### src/rtl/pong_pkg.sv
// pong_pkg: shared phase, winner and serve-direction encodings for the Pong datapath.
package pong_pkg;

    typedef enum logic [2:0] {
        PH_IDLE  = 3'd0,
        PH_SERVE = 3'd1,
        PH_PLAY  = 3'd2,
        PH_POINT = 3'd3,
        PH_OVER  = 3'd4,
        PH_PAUSE = 3'd5
    } phase_t;

    localparam logic [1:0] WIN_NONE = 2'b00;
    localparam logic [1:0] WIN_P1   = 2'b01;
    localparam logic [1:0] WIN_P2   = 2'b10;

    localparam logic TOWARD_P2 = 1'b0;
    localparam logic TOWARD_P1 = 1'b1;

endpackage

### src/rtl/match_controller_if.sv
// match_controller_if: game-control bus between button/engine sources and the match sequencer.
// Inputs to the controller: start, frame_tick, miss1, miss2.
// Outputs from the controller: ball_run, ball_reset, serve_dir, score1, score2,
// speed_level, timer_run, winner, phase.
// master = source/consumer side, slave = match_controller.
interface match_controller_if;

    logic       start;
    logic       frame_tick;
    logic       miss1;
    logic       miss2;
    logic       ball_run;
    logic       ball_reset;
    logic       serve_dir;
    logic [3:0] score1;
    logic [3:0] score2;
    logic [1:0] speed_level;
    logic       timer_run;
    logic [1:0] winner;
    logic [2:0] phase;

    modport master (
        output start, frame_tick, miss1, miss2,
        input  ball_run, ball_reset, serve_dir, score1, score2,
               speed_level, timer_run, winner, phase
    );

    modport slave (
        input  start, frame_tick, miss1, miss2,
        output ball_run, ball_reset, serve_dir, score1, score2,
               speed_level, timer_run, winner, phase
    );

endinterface

### src/rtl/start_edge_detect.sv
// start_edge_detect: registered rising-edge detector for the start button.
// Ports: clk, rst (sync, active-low), d_i (button level), rise_o (d_i & ~previous d_i).
// The history register resets to 1 so a button held through reset gives no edge.
module start_edge_detect (
    input  logic clk,
    input  logic rst,
    input  logic d_i,
    output logic rise_o
);

    logic d_q;

    always_ff @(posedge clk) begin
        if (!rst) d_q <= 1'b1;
        else      d_q <= d_i;
    end

    assign rise_o = d_i & ~d_q;

endmodule

### src/rtl/match_controller.sv
// match_controller: Pong game-phase sequencer (serve, play, scoring, speed-up, match end).
// Ports: clk, rst (sync, active-low), mc (match_controller_if.slave: start, frame_tick,
// miss1, miss2 in; ball_run, ball_reset, serve_dir, score1, score2, speed_level,
// timer_run, winner, phase out). All outputs are registered.
// Optional feature: define MATCH_CTRL_PAUSE_EN to let start toggle PLAY <-> PAUSE.
module match_controller
    import pong_pkg::*;
#(
    parameter int WIN_SCORE   = 5,
    parameter int SERVE_DELAY = 50,
    parameter int SPEED_STEP  = 500
) (
    input  logic               clk,
    input  logic               rst,
    match_controller_if.slave  mc
);

    localparam int SCW = $clog2(SERVE_DELAY + 1);
    localparam int SPW = $clog2(SPEED_STEP + 1);

    logic           start_rise;
    phase_t         phase_q;
    logic [SCW-1:0] serve_cnt_q;
    logic [SPW-1:0] speed_cnt_q;
    logic [3:0]     score1_q, score2_q;
    logic [1:0]     speed_level_q, winner_q;
    logic           ball_run_q, ball_reset_q, serve_dir_q, timer_run_q;

    start_edge_detect u_start_edge (
        .clk    (clk),
        .rst    (rst),
        .d_i    (mc.start),
        .rise_o (start_rise)
    );

    // ball_run/timer_run are set on each transition so they line up with phase_q.
    always_ff @(posedge clk) begin
        if (!rst) begin
            phase_q       <= PH_IDLE;
            serve_cnt_q   <= '0;
            speed_cnt_q   <= '0;
            score1_q      <= '0;
            score2_q      <= '0;
            speed_level_q <= '0;
            winner_q      <= WIN_NONE;
            ball_run_q    <= 1'b0;
            ball_reset_q  <= 1'b0;
            serve_dir_q   <= TOWARD_P2;
            timer_run_q   <= 1'b0;
        end else begin
            ball_reset_q <= 1'b0;
            case (phase_q)
                PH_IDLE, PH_OVER: begin
                    if (start_rise) begin
                        score1_q     <= '0;
                        score2_q     <= '0;
                        winner_q     <= WIN_NONE;
                        serve_dir_q  <= TOWARD_P2;
                        ball_reset_q <= 1'b1;
                        timer_run_q  <= 1'b1;
                        phase_q      <= PH_SERVE;
                    end
                end
                PH_SERVE: begin
                    if (mc.frame_tick) begin
                        if (serve_cnt_q == SCW'(SERVE_DELAY - 1)) begin
                            serve_cnt_q <= '0;
                            ball_run_q  <= 1'b1;
                            phase_q     <= PH_PLAY;
                        end else begin
                            serve_cnt_q <= serve_cnt_q + 1'b1;
                        end
                    end
                end
                PH_PLAY: begin
`ifdef MATCH_CTRL_PAUSE_EN
                    if (start_rise) begin
                        ball_run_q  <= 1'b0;
                        timer_run_q <= 1'b0;
                        phase_q     <= PH_PAUSE;
                    end else
`endif
                    begin
                        if (mc.frame_tick) begin
                            speed_cnt_q <= (speed_cnt_q == SPW'(SPEED_STEP - 1)) ? '0 : speed_cnt_q + 1'b1;
                            if (speed_cnt_q == SPW'(SPEED_STEP - 1) && speed_level_q != 2'd3)
                                speed_level_q <= speed_level_q + 2'd1;
                        end
                        if (mc.miss1 || mc.miss2) begin
                            ball_run_q <= 1'b0;
                            phase_q    <= PH_POINT;
                        end
                        // A simultaneous double miss is a void rally: no score, serve unchanged.
                        if (mc.miss1 && !mc.miss2) begin
                            score2_q    <= score2_q + 4'd1;
                            serve_dir_q <= TOWARD_P1;
                        end
                        if (mc.miss2 && !mc.miss1) begin
                            score1_q    <= score1_q + 4'd1;
                            serve_dir_q <= TOWARD_P2;
                        end
                    end
                end
                PH_POINT: begin
                    if (score1_q == 4'(WIN_SCORE)) begin
                        winner_q    <= WIN_P1;
                        timer_run_q <= 1'b0;
                        phase_q     <= PH_OVER;
                    end else if (score2_q == 4'(WIN_SCORE)) begin
                        winner_q    <= WIN_P2;
                        timer_run_q <= 1'b0;
                        phase_q     <= PH_OVER;
                    end else begin
                        ball_reset_q  <= 1'b1;
                        speed_level_q <= '0;
                        speed_cnt_q   <= '0;
                        phase_q       <= PH_SERVE;
                    end
                end
`ifdef MATCH_CTRL_PAUSE_EN
                PH_PAUSE: begin
                    if (start_rise) begin
                        ball_run_q  <= 1'b1;
                        timer_run_q <= 1'b1;
                        phase_q     <= PH_PLAY;
                    end
                end
`endif
                default: phase_q <= PH_IDLE;
            endcase
        end
    end

    assign mc.ball_run    = ball_run_q;
    assign mc.ball_reset  = ball_reset_q;
    assign mc.serve_dir   = serve_dir_q;
    assign mc.score1      = score1_q;
    assign mc.score2      = score2_q;
    assign mc.speed_level = speed_level_q;
    assign mc.timer_run   = timer_run_q;
    assign mc.winner      = winner_q;
    assign mc.phase       = phase_q;

endmodule

### src/flat_wrapper.sv
// flat-port wrapper written by rule: the top's interface ports become plain ports
module match_controller_flat import pong_pkg::*;
#(
    parameter int WIN_SCORE   = 5,
    parameter int SERVE_DELAY = 50,
    parameter int SPEED_STEP  = 500
)
  (clk, rst, mc_start, mc_frame_tick, mc_miss1, mc_miss2, mc_ball_run, mc_ball_reset, mc_serve_dir, mc_score1, mc_score2, mc_speed_level, mc_timer_run, mc_winner, mc_phase);
  match_controller_if mc_i ();
  input  logic clk;
  input  logic rst;
  input wire logic [$bits(mc_i.start)-1:0] mc_start;
  input wire logic [$bits(mc_i.frame_tick)-1:0] mc_frame_tick;
  input wire logic [$bits(mc_i.miss1)-1:0] mc_miss1;
  input wire logic [$bits(mc_i.miss2)-1:0] mc_miss2;
  output wire logic [$bits(mc_i.ball_run)-1:0] mc_ball_run;
  output wire logic [$bits(mc_i.ball_reset)-1:0] mc_ball_reset;
  output wire logic [$bits(mc_i.serve_dir)-1:0] mc_serve_dir;
  output wire logic [$bits(mc_i.score1)-1:0] mc_score1;
  output wire logic [$bits(mc_i.score2)-1:0] mc_score2;
  output wire logic [$bits(mc_i.speed_level)-1:0] mc_speed_level;
  output wire logic [$bits(mc_i.timer_run)-1:0] mc_timer_run;
  output wire logic [$bits(mc_i.winner)-1:0] mc_winner;
  output wire logic [$bits(mc_i.phase)-1:0] mc_phase;
  assign mc_i.start = mc_start;
  assign mc_i.frame_tick = mc_frame_tick;
  assign mc_i.miss1 = mc_miss1;
  assign mc_i.miss2 = mc_miss2;
  assign mc_ball_run = mc_i.ball_run;
  assign mc_ball_reset = mc_i.ball_reset;
  assign mc_serve_dir = mc_i.serve_dir;
  assign mc_score1 = mc_i.score1;
  assign mc_score2 = mc_i.score2;
  assign mc_speed_level = mc_i.speed_level;
  assign mc_timer_run = mc_i.timer_run;
  assign mc_winner = mc_i.winner;
  assign mc_phase = mc_i.phase;
  match_controller #(.WIN_SCORE(WIN_SCORE), .SERVE_DELAY(SERVE_DELAY), .SPEED_STEP(SPEED_STEP)) u_core (.clk(clk), .rst(rst), .mc(mc_i));
endmodule
### config.mk
export PLATFORM = sky130hd
export DESIGN_NAME = match_controller_flat
export DESIGN_NICKNAME = d
export VERILOG_FILES = /design/src/rtl/pong_pkg.sv /design/src/rtl/match_controller_if.sv /design/src/rtl/start_edge_detect.sv /design/src/rtl/match_controller.sv /design/src/flat_wrapper.sv
export SDC_FILE = /design/constraint.sdc
export NUM_CORES = 1
export LEC_CHECK = 0
export CAP_MARGIN = 30
export CORE_ASPECT_RATIO = 1.25
export CORE_UTILIZATION = 45
export CTS_CLUSTER_DIAMETER = 120
export DETAILED_ROUTE_END_ITERATION = 8
export GPL_TIMING_DRIVEN = 0
export PLACE_DENSITY_LB_ADDON = 0.2
export RECOVER_POWER = 25
export SYNTH_ARGS = -nofsm -noshare
export SYNTH_HDL_FRONTEND = slang
export SYNTH_SLANG_ARGS = --single-unit
### constraint.sdc
create_clock -name clk -period 2.3 [get_ports clk]
set_input_delay 0.46 -clock clk [delete_from_list [all_inputs] [get_ports clk]]
set_output_delay 0.46 -clock clk [all_outputs]
set_load 0.01 [all_outputs]
==> impl_metrics.csv <==
group,metric,value,unit
run_status,outcome,"complete, no violations",
clock_tree,cts_root_buf,"clkbuf_8",
timing,fin_setup_tns,0,ns
floorplan,die_w,59.73,um
clock_tree,cts_max_path_buffers,2,
pwr,vdd_drop_max,0.3330,mV
placed_design,gp_congestion,0.8526,
floorplan,start_util,48.32,%
timing,fin_ws,0.2810,ns
setup_path,ff2ff_path_depth,5,
clock_tree,clk_latency,0.29,ns
global_route,grt_max_degree,11,
setup_path,r2r-start,"u_core.speed_cnt_q[0]$_SDFFE_PN0P_",
timing,worst_pin_slew,0.7169,ns
routing,first_pass_iters,4,
min_path,hp-class,"reg2reg",
global_route,grt_pass1_vias,1607,
pwr,leakage,0.8159,nW
cells_and_area,layout-drive-gt1-share,5.372,%
synthesis,syn-instance-count,213,
timing,setup_violations,0,
timing,period_needed,2.019,ns
routing,routed-via-count,1663,
cells_and_area,diodes,0,
cells_and_area,fin_cells,296,
setup_path,path_class,"reg2reg",
timing,fin_skew,0.005269,ns
routing,routedWlPerCell,14.12,um
synthesis,synth_compound_area_share,17.29,%
floorplan,die_area,4429,um^2
timing,slew_headroom,51.88,%
min_path,min_to,"u_core.mc.ball_run$_SDFFE_PN0P_",
clock_tree,postCtsSetupRepairBufs,0,
run,maxCapViolCount,0,
synthesis,synth_ff_type,"dfxtp_1",
clock_tree,hold_buffers,0,
synthesis,syn-cell-area,1874,um^2
floorplan,placementRows,25,
synthesis,synth_top_family_by_area,"simple AND/OR/NAND/NOR gates",
placed_design,port_buffers,22,
setup_path,worstSetupStartpointType,"flip-flop",
min_path,min_delay_path_depth,1,
synthesis,yosysSeqAreaShare,37.38,%
timing,rsz0062_at_grt,"false",
synthesis,synth-xor-area-share,3.738,%
placed_design,hpwlAfterDp,2.961,mm
setup_path,worstReg2RegEnd,"u_core.speed_cnt_q[5]$_SDFFE_PN0P_",
timing,period_share,87.78,%
routing,ant_nets,0,
synthesis,ys_ff_latch,35,
timing,final-max-slew-violation-count,0,
min_path,holdCritStartpoint,"u_core.mc.ball_run$_SDFFE_PN0P_",
setup_path,arrival,2.18,ns
synthesis,yosysWarnings,0,
setup_path,rrSetupSlack,0.28,ns
routing,met2_length,1.985,mm
clock_tree,htree_levels,2,
clock_tree,cts_tree,"yes",
floorplan,core_area,3879,um^2
synthesis,syn_avg_cell_area,8.800,um^2
placed_design,dp.cells,289,
floorplan,die_h,74.16,um
global_route,antenna_found_initial,0,
cells_and_area,n_fill_cell,399,
timing,fmax,495.3,MHz
clock_tree,cts_buffers,5,
global_route,grt-ovfl-total,0,
synthesis,syn-num-nets,227,
routing,routed_wl,4.180,mm
synthesis,synth-simple-area-share,30.71,%
routing,via_per_inst,5.618,
global_route,grt_use_total,21.94,%
cells_and_area,fin_util,58.00,%
setup_path,cp_max_fo,7,
timing,whs,0.4726,ns
placed_design,pre_cts_ws,0.02025,ns
cells_and_area,final_cell_mix,"dfxtp_1 (35), nor2_1 (16), nand2_1 (14)",
cells_and_area,nets,256,
clock_tree,cts.sinks,35,
timing,hold_viol_final,0,
synthesis,muxShareOfSynthArea,2.136,%
routing,wl_met1,1.943,mm
floorplan,io_pins,25,
cells_and_area,final_common_cell,"dfxtp_1",
global_route,grt_first_pass_wirelength,7.389,mm
routing,drt_iter0_drc,72,
routing,drc,0,
routing,dr_wl_met3,173,um
clock_tree,path_clk_slew,0.07,ns
setup_path,end_kind,"flip-flop",
pwr,power_density,578.8,nW/um^2
cells_and_area,syn2layout_area_growth,20.03,%
setup_path,critical_path_required,2.46,ns
synthesis,synth_edf_count,0,
synthesis,synth_fa_ha_area_share,5.340,%
synthesis,synth-async-reset-ratio,0,%
synthesis,synth.distinct_cells,49,
clock_tree,cts_resized,0,
routing,highest_layer,"met4",
## Yosys cell counts (4+ instances only)
library cell | instances | area share [%]
a21oi_1 | 12 | 3.2
mux2i_1 | 4 | 2.1
o21a_1 | 4 | 1.6
nand2b_1 | 4 | 1.3
a21boi_1 | 7 | 2.8
nand2_1 | 14 | 2.8
nand4_1 | 6 | 2.0
nand3b_1 | 4 | 1.6
xor2_1 | 6 | 2.8
or4_1 | 5 | 2.0
nor2b_1 | 6 | 2.0
o31ai_1 | 4 | 1.6
nand3_1 | 8 | 2.1
clkbuf_1 | 6 | 1.2
or3_1 | 4 | 1.3
and3_1 | 4 | 1.3
o21ai_1 | 6 | 1.6
dfxtp_1 | 35 | 37
ha_1 | 8 | 5.3
inv_1 | 6 | 1.2
nor2_1 | 16 | 3.2
## flip-flops by register name, indices dropped and copies added (netlist names)
name,cells
u_core.mc.phase,3
u_core.speed_cnt_q,9
u_core.u_start_edge.d_q,1
u_core.mc.ball_reset,1
u_core.mc.serve_dir,1
u_core.mc.winner,2
u_core.mc.score1,4
u_core.mc.ball_run,1
u_core.mc.score2,4
u_core.mc.speed_level,2
u_core.serve_cnt_q,6
u_core.mc.timer_run,1
## cells by family after synthesis
logic type / count (synthesis)
adders and majority gates: 8
and+or+nand+nor: 95
buffers and inverters: 16
DFF: 35
xor gates and xnor gates: 8
muxes: 4
AOI/OAI and AO/OA: 47
## worst max-delay path by stage
| stage | startpoint | endpoint | cells after the start |
|---|---|---|---|
| 2_1_floorplan | u_core.mc.score1[1]$_SDFFE_PN0P_ | u_core.speed_cnt_q[5]$_SDFFE_PN0P_ | 7 |
| 3_3_place_gp | mc_frame_tick | u_core.speed_cnt_q[5]$_SDFFE_PN0P_ | 4 |
| 3_5_place_dp | mc_frame_tick | u_core.speed_cnt_q[5]$_SDFFE_PN0P_ | 4 |
| 4_1_cts | u_core.mc.phase[1]$_SDFFE_PN0P_ | u_core.speed_cnt_q[5]$_SDFFE_PN0P_ | 5 |
| 5_1_grt | u_core.mc.phase[1]$_SDFFE_PN0P_ | u_core.speed_cnt_q[5]$_SDFFE_PN0P_ | 5 |
| 6_report | u_core.speed_cnt_q[0]$_SDFFE_PN0P_ | u_core.speed_cnt_q[5]$_SDFFE_PN0P_ | 5 |
## final cells by class
class	instances	area (um^2)	share of cell area [%]
multi-input combinational	162	1110	49.33
sequential	35	700.7	31.15
timing repair buffer	22	220.2	9.789
clock buffer	6	82.58	3.671
tap	54	67.56	3.003
buffer	10	41.29	1.835
inverter	6	22.52	1.001
clock inverter	1	5.005	0.2225
## power breakdown
| part | switching, mW | internal, mW |
|---|---|---|
| combinational | 0.111 | 0.0886 |
| clock | 0.219 | 0.235 |
| sequential | 0.0235 | 0.625 |
| total | 0.354 | 0.949 |
## routing by layer
layer | track usage, % | vias up
met4 | 8.527 | 0
met3 | 5.565 | 8
met1 | 26.98 | 777
li1 | - | 842
met2 | 36.42 | 36
met5 | 0 | -
## metrics by stage
stage,total power [mW],instance area (um^2)
6_report,1.302,2250
4_1_cts,1.310,2250
5_1_grt,1.375,2250
3_3_place_gp,0.8569,2162
2_1_floorplan,0.7953,1874
3_5_place_dp,0.8578,2162
## critical path, stage by stage (launching register included)
cell      delay (ns)
dfxtp_1         0.37
ha_1            0.21
nor4bb_1        0.41
nand2_1         0.21
o311ai_2        0.52
o211ai_1        0.17
(Power assumes the default switching activity.)
